File: config.mk
export PLATFORM = sky130hd
export DESIGN_NAME = s27_seq_ctrl
export DESIGN_NICKNAME = d
export VERILOG_FILES = /design/src/rtl/s27_seq_ctrl.sv
export SDC_FILE = /design/constraint.sdc
export NUM_CORES = 1
export LEC_CHECK = 0
export CAP_MARGIN = 20
export CORE_ASPECT_RATIO = 1.25
export CORE_MARGIN = 2
export CORE_UTILIZATION = 48
export DETAILED_ROUTE_END_ITERATION = 6
export PLACE_DENSITY_LB_ADDON = 0.1
export SYNTH_ARGS = -nofsm -noshare
export SYNTH_HDL_FRONTEND = slang
export SYNTH_SLANG_ARGS = --single-unit
File: constraint.sdc
create_clock -name clock -period 1.85 [get_ports clock]
set_input_delay 0.2775 -clock clock [delete_from_list [all_inputs] [get_ports clock]]
set_output_delay 0.2775 -clock clock [all_outputs]
set_load 0.01 [all_outputs]
File: src/rtl/s27_seq_ctrl.sv
// s27_seq_ctrl -- handshake controller around the ISCAS s27 sequential core.
// A vector is accepted in IDLE, applied in_rep+1 times (one application per
// cycle in EVAL), and the final G17 plus the resulting {G7,G6,G5} state are
// presented in RESP until the consumer takes them.
// Optional build macro S27_SEQ_SCAN_EN adds a 3-bit scan chain through the
// state registers (scan_en / scan_in / scan_out), usable only while IDLE.
module s27_seq_ctrl (
    input  logic       clock,
    input  logic       reset,
    input  logic       in_valid,
    output logic       in_ready,
    input  logic [3:0] in_vec,
    input  logic [3:0] in_rep,
    output logic       out_valid,
    input  logic       out_ready,
    output logic       out_g17,
    output logic [2:0] out_state,
    output logic [7:0] resp_cnt
`ifdef S27_SEQ_SCAN_EN
    ,
    input  logic       scan_en,
    input  logic       scan_in,
    output logic       scan_out
`endif
);

    typedef enum logic [1:0] {
        IDLE = 2'd0,
        EVAL = 2'd1,
        RESP = 2'd2
    } state_t;

    state_t     state_reg;

    // s27 state flops and the captured vector / repetition count
    logic       g5_reg;
    logic       g6_reg;
    logic       g7_reg;
    logic [3:0] vec_reg;
    logic [3:0] rep_reg;

    // registered response
    logic       out_valid_reg;
    logic       out_g17_reg;
    logic [2:0] out_state_reg;
    logic [7:0] resp_cnt_reg;

    // core combinational network, evaluated on the captured vector
    logic       n14;
    logic       n15;
    logic       n16;
    logic       n18;
    logic       n11;
    logic       n21;
    logic       g1_g7_low;
    logic       g6_g0_low;
    logic       g17_next;
    logic       g5_next;
    logic       g6_next;
    logic       g7_next;

    // scan control; tied off when the scan chain is not built
    logic       scan_shift;
    logic       scan_bit;

    assign n14       = ~vec_reg[0];
    assign g6_g0_low = g6_reg & n14;
    assign g1_g7_low = ~vec_reg[1] & ~g7_reg;
    assign n15       = ~(g6_g0_low | vec_reg[3]);
    assign n18       = ~(g6_g0_low | g1_g7_low);
    assign g17_next  = n18 | g5_reg | n15;
    assign n16       = ~(n18 | n15 | g5_reg);
    assign n11       = ~(n16 | n14);
    assign n21       = ~(g1_g7_low | vec_reg[2]);

    assign g5_next   = n11;
    assign g6_next   = n16;
    assign g7_next   = n21;

`ifdef S27_SEQ_SCAN_EN
    // scan only takes effect while idle; elsewhere scan_en is ignored
    assign scan_shift = scan_en && (state_reg == IDLE);
    assign scan_bit   = scan_in;
    assign scan_out   = g7_reg;
`else
    assign scan_shift = 1'b0;
    assign scan_bit   = 1'b0;
`endif

    // ready is a pure decode of the state, suppressed while shifting
    assign in_ready  = (state_reg == IDLE) && !scan_shift;

    assign out_valid = out_valid_reg;
    assign out_g17   = out_g17_reg;
    assign out_state = out_state_reg;
    assign resp_cnt  = resp_cnt_reg;

    // controller FSM: accept, repeat applications, hold response until taken
    always_ff @(posedge clock) begin
        if (reset) begin
            state_reg     <= IDLE;
            g5_reg        <= 1'b0;
            g6_reg        <= 1'b0;
            g7_reg        <= 1'b0;
            vec_reg       <= 4'd0;
            rep_reg       <= 4'd0;
            out_valid_reg <= 1'b0;
            out_g17_reg   <= 1'b0;
            out_state_reg <= 3'd0;
            resp_cnt_reg  <= 8'd0;
        end else begin
            case (state_reg)
                IDLE: begin
                    if (scan_shift) begin
                        // shift toward G7; G7 is the chain output
                        g5_reg <= scan_bit;
                        g6_reg <= g5_reg;
                        g7_reg <= g6_reg;
                    end else if (in_valid) begin
                        vec_reg   <= in_vec;
                        rep_reg   <= in_rep;
                        state_reg <= EVAL;
                    end
                end
                EVAL: begin
                    // one application per cycle; G17 uses the pre-update state
                    g5_reg <= g5_next;
                    g6_reg <= g6_next;
                    g7_reg <= g7_next;
                    if (rep_reg == 4'd0) begin
                        out_g17_reg   <= g17_next;
                        out_state_reg <= {g7_next, g6_next, g5_next};
                        out_valid_reg <= 1'b1;
                        state_reg     <= RESP;
                    end else begin
                        rep_reg <= rep_reg - 4'd1;
                    end
                end
                RESP: begin
                    if (out_ready) begin
                        out_valid_reg <= 1'b0;
                        resp_cnt_reg  <= resp_cnt_reg + 8'd1;
                        state_reg     <= IDLE;
                    end
                end
                default: begin
                    state_reg     <= IDLE;
                    out_valid_reg <= 1'b0;
                end
            endcase
        end
    end

endmodule
==> impl_metrics.env, run 1 <==
export IMPL_outcome="finished clean"
export IMPL_path_class="register to output port"
export IMPL_post_dp_cell_area_mm2=0.001448
export IMPL_r2r_end="out_state[2]"
export IMPL_path_delay_family="buffers and inverters"
export IMPL_nNetsFinal=179
export IMPL_worst_hold_startpoint="g6_reg"
export IMPL_clockPowerShare_pct=22.6
export IMPL_crit_path_top_delay_cell="clkdlybuf4s50_1"
export IMPL_num_io_pins=26
export IMPL_antenna_cells=0
export IMPL_relSlewSlack_pct=66.46
export IMPL_drtPass1Iterations=4
export IMPL_final_cell_mix="dfxtp_1 (26), clkdlybuf4s50_1 (25), nor2_1 (17), nand2_1 (17), a21oi_1 (16)"
export IMPL_drt_iter0_drc=21
export IMPL_track_usage_pct=17.79
export IMPL_cts_tree="built"
export IMPL_numCtsBuffers=3
export IMPL_finClkSkew_ps=2.238
export IMPL_fmax_mhz=594.0
export IMPL_cp_required_ps=1570
export IMPL_vias=1036
export IMPL_grt_max_degree=15
export IMPL_regToRegStartpoint="rep_reg[0]"
export IMPL_cp_start_kind="register"
export IMPL_synth_ff_latch_count=26
export IMPL_syn_area_mm2=0.001144
export IMPL_reg2reg_slack_ps=190
export IMPL_slowest_delay_ps=560
export IMPL_seqCellArea_um2=520.5
export IMPL_cts_repair_timing_setup_buffer_count=0
export IMPL_wl_per_cell_um=11.54
export IMPL_die_h_um=58.57
export IMPL_maxCapViolations=0
export IMPL_rows=19
export IMPL_crit_cells=2
export IMPL_n_fill_cell=214
export IMPL_slew_viol_final=0
export IMPL_vias_per_cell=5.313
export IMPL_dp_hpwl_um=1728
export IMPL_place_gp_congestion=0.8093
export IMPL_start_util_pct=51.18
export IMPL_cts_sinks=26
export IMPL_synthCells=136
export IMPL_path_cells="nor2_1, clkdlybuf4s50_1"
export IMPL_synth_area_leaders="dfxtp_1 (46%), a21oi_1 (7.0%), nand2_1 (5.6%), nor2_1 (5.6%), mux2i_1 (3.5%)"
export IMPL_core_area_mm2=0.002235
export IMPL_min_to="g6_reg"
export IMPL_syn_nets=150
export IMPL_cp_arrival_ps=1410
export IMPL_synth_top_cell_area_share_pct=45.51
export IMPL_portBuffers=25
export IMPL_synth_edf_count=0
export IMPL_power_mw=1.231
export IMPL_power_switching_share_pct=28.72
export IMPL_avgSynthCellArea_um2=8.409
export IMPL_grt_pass1_wl_um=3698
export IMPL_reg2regPathDepth=6
export IMPL_dieWidth_um=47.66
export IMPL_multi_input_area_um2=589.3
export IMPL_p_comb_share_pct=24.6
export IMPL_p_seq_share_pct=52.8
export IMPL_worst_path_buf_inv=1
export IMPL_leakage_nw=0.5363
export IMPL_setup_viol=0
export IMPL_clockBufferDepth=2
export IMPL_cts_root_buf="clkbuf_4"
export IMPL_clk_latency_ps=310
export IMPL_worst_pin_slew_ps=502.1
export IMPL_cts_hold_buf=0
export IMPL_min_path_cells=2
export IMPL_wl_um=2251
export IMPL_mostFrequentLayoutCell="dfxtp_1"
export IMPL_hold_worst_slack_ps=464.7
export IMPL_synthToLayoutAreaGrowth_pct=29.76
export IMPL_largest_reg_flops=8
export IMPL_final_area_mm2=0.001484
export IMPL_grt_pass1_vias=906
export IMPL_grt_ovfl_total=0
export IMPL_period_share_pct=91.00
export IMPL_rsz0062_at_grt="no"
export IMPL_antenna_found_initial=0
export IMPL_min_period_ps=1684
export IMPL_htreeDepth=1
export IMPL_post_route_drc_count=0
export IMPL_async_flop_share_pct=0
export IMPL_path_max_fanout=8
export IMPL_power_per_cell_area_mw_per_mm2=829.3
export IMPL_worstHoldPathType="register to register"
export IMPL_p_int_mw=0.8773
export IMPL_critPathCaptureType="output port"
export IMPL_ir_drop_v=0.0007015
export IMPL_ys_seq_area_share_pct=45.51
export IMPL_layout_drive_gt1_share_pct=7.927
export IMPL_ant_nets=0
export IMPL_hold_viol=0
export IMPL_p_sw_mw=0.3534
export IMPL_synth_top_area_cell="dfxtp_1"
export IMPL_ys_flop_type="dfxtp_1"
export IMPL_yosys_warnings=0
export IMPL_clk_pin_slew_ps=130
export IMPL_setup_tns_ps=0
export IMPL_cts_resized=0
export IMPL_ys_types=31
export IMPL_dieArea_mm2=0.002791
routing by layer:
layer | vias up | part of all wire, % | global-route usage (%)
met4 | 0 | 0.84 | 4.633
met2 | 26 | 51 | 29.92
met3 | 2 | 4.0 | 3.681
li1 | 525 | - | -
met1 | 483 | 44 | 22.67
met5 | - | 0 | 0
layout make-up:
type,instances,share of cell area [%]
Timing Repair Buffer,30,19.39
Inverter,3,0.7589
Sequential cell,26,35.08
Tap cell,31,2.614
Multi-Input combinational cell,101,39.71
Clock buffer,4,2.445
logic make-up (layout without fill, tap and decap cells):
group,after synthesis,in the layout,share of synthesized area (%)
DFF,26,26,45.51
adders and majority gates,2,2,2.188
and+or+nand+nor,63,63,28.34
muxes,4,4,3.501
AOI/OAI and AO/OA,28,28,14.44
buffers and inverters,9,37,2.954
xor gates and xnor gates,4,4,3.064
worst register-to-register path, cell delays in order, from the launching register on:
cell and delay [ps]:
dfxtp_1 350, inv_1 80, ha_1 180, nand2b_1 100, or3_4 400, or3_1 350
a21oi_1 140
power by group through the flow:
stage | logic [mW] | clock network [mW] | registers [mW]
finish | 0.302 | 0.278 | 0.650
global route | 0.342 | 0.312 | 0.658
CTS | 0.301 | 0.285 | 0.650
detailed placement | 0.300 | 0 | 0.662
global placement | 0.293 | 0 | 0.659
floorplan | 0.200 | 0 | 0.656
per-stage QoR:
stage	utilization (%)	worst slack (ps)	instances
2_1_floorplan	-	314.0	136
3_3_place_gp	64.78	198.4	191
3_5_place_dp	64.78	139.2	191
4_1_cts	66.41	157.9	195
5_1_grt	66.41	87.45	195
6_report	66.41	166.5	195
worst max-delay path by stage:
stage,startpoint,slack (ps),to
floorplan,rep_reg[0],310,out_state[2]
finish,state_reg[1],170,in_ready
detailed placement,out_ready,140,resp_cnt[7]
global placement,out_ready,200,resp_cnt[7]
CTS,state_reg[1],160,in_ready
global route,rep_reg[0],90,rep_reg[0]
synthesized netlist by cell type, drive strengths merged, types with 2 or more instances:
cell,count
nand3,2
clkbuf,5
xor2,2
inv,3
ha,2
nor2,17
a21oi,16
xnor2,2
mux2i,4
and2,2
dfxtp,26
nor2b,3
nor3,6
nand2,17
nand2b,5
a211oi,3
or3,6
o21ai,4
Note: power is estimated with default switching activity, not from simulation.
==> run 2: changes to the inputs <==
- CORE_MARGIN: 2 -> 5
==> run 2 against run 1 <==
Against the previous run:
- sequential share of layout area increased by 0.21 points
- sequential power about the same
- worst hold slack improved by 2.5 ps
- combinational power increased by 2%
- clock-buffer cell count decreased by 1
- highest routed layer unchanged
==> impl_metrics.env, run 2 (synthesis gave the netlist of run 1 again) <==
export IMPL_grt_pass1_wl_um=4064
export IMPL_reg2regPathDepth=6
export IMPL_path_max_fanout=8
export IMPL_critPathCaptureType="output port"
export IMPL_num_io_pins=26
export IMPL_reg2reg_slack_ps=160
export IMPL_place_gp_congestion=0.7916
export IMPL_setup_slack_ps=144.8
export IMPL_worstHoldPathType="register to register"
export IMPL_clockBufferDepth=2
export IMPL_final_cell_mix="dfxtp_1 (26), clkdlybuf4s50_1 (25), nor2_1 (17), nand2_1 (17), a21oi_1 (16)"
export IMPL_cp_required_ps=1570
export IMPL_relSlewSlack_pct=63.95
export IMPL_r2r_end="out_state[2]"
export IMPL_htreeDepth=1
export IMPL_wl_per_cell_um=12.40
export IMPL_track_usage_pct=15.71
export IMPL_maxCapViolations=0
export IMPL_path_cells="nor2_1, clkdlybuf4s50_1"
export IMPL_min_to="g6_reg"
export IMPL_layout_drive_gt1_share_pct=7.975
export IMPL_vias=1021
export IMPL_dieArea_mm2=0.003465
export IMPL_cp_arrival_ps=1430
export IMPL_antenna_cells=0
export IMPL_synthToLayoutAreaGrowth_pct=28.99
export IMPL_setup_tns_ps=0
export IMPL_cts_root_buf="clkbuf_4"
export IMPL_min_period_ps=1705
export IMPL_dieWidth_um=53.66
export IMPL_clk_pin_slew_ps=130
export IMPL_outcome="finished clean"
export IMPL_slowest_delay_ps=550
export IMPL_rsz0062_at_grt="no"
export IMPL_hold_viol=0
export IMPL_finClkSkew_ps=8.962
export IMPL_ant_nets=0
export IMPL_power_switching_share_pct=29.75
export IMPL_antenna_found_initial=0
export IMPL_nNetsFinal=179
export IMPL_fmax_mhz=586.4
export IMPL_die_h_um=64.57
export IMPL_p_sw_mw=0.3535
export IMPL_min_path_cells=2
export IMPL_core_area_mm2=0.002235
export IMPL_path_delay_family="buffers and inverters"
export IMPL_clockPowerShare_pct=19.5
export IMPL_worst_hold_startpoint="g6_reg"
export IMPL_portBuffers=25
export IMPL_leakage_nw=0.5313
export IMPL_p_comb_share_pct=25.8
export IMPL_grt_max_degree=16
export IMPL_cts_tree="built"
export IMPL_regToRegStartpoint="rep_reg[0]"
export IMPL_worst_pin_slew_ps=539.0
export IMPL_drtPass1Iterations=4
export IMPL_numCtsBuffers=3
export IMPL_drt_iter0_drc=25
export IMPL_worst_path_buf_inv=1
export IMPL_setup_worst_path_start="state_reg[1]"
export IMPL_post_route_drc_count=0
export IMPL_cts_sinks=26
export IMPL_mostFrequentLayoutCell="dfxtp_1"
export IMPL_vias_per_cell=5.263
export IMPL_wl_um=2406
export IMPL_path_class="register to output port"
export IMPL_crit_path_top_delay_cell="clkdlybuf4s50_1"
export IMPL_rows=19
export IMPL_period_share_pct=92.17
export IMPL_cp_start_kind="register"
export IMPL_start_util_pct=51.18
export IMPL_grt_ovfl_total=0
export IMPL_p_seq_share_pct=54.7
export IMPL_slew_viol_final=0
export IMPL_grt_pass1_vias=966
export IMPL_n_fill_cell=214
export IMPL_dp_slack_ps=142.5
export IMPL_setup_viol=0
export IMPL_p_int_mw=0.8348
export IMPL_largest_reg_flops=8
export IMPL_ir_drop_v=0.0005741
export IMPL_clk_latency_ps=310
export IMPL_dp_hpwl_um=1842
export IMPL_cts_hold_buf=0
export IMPL_power_per_cell_area_mw_per_mm2=805.6
run 2: cell types whose count changed in the layout (fill, tap and decap cells not counted), sizes merged:
cell / before / now
clkbuf: 4 / 3
run 2: how the worst max path moves through the flow:
stage                   end  cells past startpoint
5_1_grt          rep_reg[2]                      6
3_5_place_dp    resp_cnt[7]                      5
6_report           in_ready                      2
2_1_floorplan  out_state[2]                      6
4_1_cts            in_ready                      2
3_3_place_gp    resp_cnt[7]                      5
run 2: through the flow:
step | utilization, % | cells | area, um2 | hold slack [ps] | power [mW]
final | 66.01 | 194 | 1475 | 467.1 | 1.188
after global routing | 66.01 | 194 | 1475 | 503.3 | 1.280
after CTS | 65.79 | 194 | 1470 | 465.0 | 1.194
after detailed placement | 64.78 | 191 | 1448 | 446.2 | 0.9650
after global placement | 64.78 | 191 | 1448 | 440.6 | 0.9535
after floorplan | - | 136 | 1144 | 424.3 | 0.8558
run 2: power by group through the flow:
stage | registers (mW) | logic [mW] | clock network (mW)
3_5_place_dp | 0.661 | 0.304 | 0
2_1_floorplan | 0.656 | 0.200 | 0
3_3_place_gp | 0.660 | 0.294 | 0
5_1_grt | 0.659 | 0.347 | 0.274
4_1_cts | 0.649 | 0.304 | 0.240
6_report | 0.650 | 0.307 | 0.232
run 2: repair_timing:
| item | 4_1_cts | 5_1_grt |
|---|---|---|
| setup endpoints to repair | 0 | 1 |
| setup buffers | 0 | 0 |
| resized for setup | 0 | 1 |
run 2: cell type report:
cell class,count,area (um2),share of cell area (%)
multi-input cells,101,594.3,40.29
clock buffers,3,22.52,1.527
repair buffers,30,287.8,19.51
inverters,3,11.26,0.7634
flip-flops and latches,26,520.5,35.28
well taps,31,38.79,2.629
run 2: metal layers:
layer | vias up | global-route usage [%] | share of wire, %
met5 | - | 0 | 0
met4 | 0 | 7.987 | 2.0
met3 | 4 | 2.294 | 4.1
met2 | 19 | 27.91 | 53
met1 | 476 | 17.50 | 41
li1 | 522 | - | -
run 2: tightest hold or removal path, cell delays in order (launching register included):
cell     delay (ps)
dfxtp_1         330
nand2_1          50
a21oi_1          50
==> edit: new RTL, config.mk and constraints of run 1 <==
The option `S27_SEQ_SCAN_EN` is turned on by a define.
--- a/src/rtl/s27_seq_ctrl.sv
+++ b/src/rtl/s27_seq_ctrl.sv
@@ -5,4 +5,6 @@
 // Optional build macro S27_SEQ_SCAN_EN adds a 3-bit scan chain through the
 // state registers (scan_en / scan_in / scan_out), usable only while IDLE.
+`define S27_SEQ_SCAN_EN
+
 module s27_seq_ctrl (
     input  logic       clock,
Interface: changed (added scan_en, scan_in and scan_out); port bits go from 26 to 29. No check against the original RTL was run, so the function may have changed too.
==> edit against run 1 <==
- total power down 12%
- synthesized cell count increased by 2.9%
- utilization fell by 0.64 points
- die area rose by 7.7%
- final area grew 8.7%
- setup slack got worse by 0.11 ns
- first-iteration DRC count is 38% lower
- sequential cell count stayed put
- clock power is 14% lower
- wire length up 30%
- clock skew grew 0.0015 ns
- synthesized area is 8.3% higher
- critical path type unchanged
- largest cell class unchanged
==> edit: results (changes against run 1) <==
metric	value	unit	change
status	completed		unchanged
Post-DP Area	1580	um^2	was 1450 um^2
vias per cell	5.40		was 5.31
adder-cell area share of the yosys netlist	2.02	%	was 2.19%
largest net degree at the start of global routing	14		was 15
Layout Cells excl Fill	203		was 195
crit path max fanout	7		was 8
Fillers	224		was 214
share of layout cells above drive strength 1	11.2	%	was 7.93%
Avg Inst Size Synth	8.85	um^2	was 8.41 um^2
number of global-route vias before repair	1103		was 906
final layout net count	188		was 179
syn nets	156		was 150
Setup Skew	0.00370	ns	was 0.00224 ns
net switching power	0.301	mW	was 0.353 mW
Static Leak	0.601	nW	was 0.536 nW
Distinct cells, synth	43		was 31
GRT Resource Usage Total	21.7	%	was 17.8%
WHS Endpoint	out_state[1]		was g6_reg
Peak supply drop	0.000475	V	was 0.000702 V
area of the multi-input gates	671	um^2	was 589 um^2
Compound-Gate Fraction of Synth Area	11.8	%	was 14.4%
final hold slack	0.470	ns	was 0.465 ns
Least-Margin Pin Slew	0.475	ns	was 0.502 ns
first-pass GRT wire length	4990	um	was 3700 um
mux contribution to synthesized area	4.85	%	was 3.50%
CP startpoint	state_reg[0]		was state_reg[1]
most frequent cells after synthesis	dfxtp_1 (26), nor2_1 (24), nand2_1 (9)		was dfxtp_1 (26), nand2_1 (17), nor2_1 (17)
HPWL after detailed placement	2280	um	was 1730 um
Tcrit/Tclk final	97.1	%	was 91.0%
sequential-to-total area share from yosys stat	42.0	%	was 45.5%
port bufs	28		was 25
-- edit: cell type report --
cell class,instances,area share [%]
timing repair buffer,34,20.9
sequential,26,32.4
inverter,5,1.16
clock buffer,3,1.40
multi-input combinational,102,41.6
tap,33,2.56
-- edit: what timing repair did --
action	CTS	global route
gates resized for setup	1	1
gates cloned	0	0
setup endpoints to repair	1	1
-- edit: routing by layer --
metal | global-route usage (%) | wire (um) | vias up
met1 | 23.9 | 1220 | 527
li1 | - | - | 548
met3 | 3.94 | 73 | 4
met4 | 6.35 | 22 | 0
met2 | 42.9 | 1610 | 17
met5 | 0 | 0 | -
-- edit: power groups by stage --
stage | combinational (mW) | sequential, mW | clock [mW]
CTS | 0.234 | 0.616 | 0.237
floorplan | 0.140 | 0.623 | 0
finish | 0.231 | 0.617 | 0.238
detailed placement | 0.232 | 0.629 | 0
global route | 0.253 | 0.622 | 0.264
global placement | 0.221 | 0.627 | 0
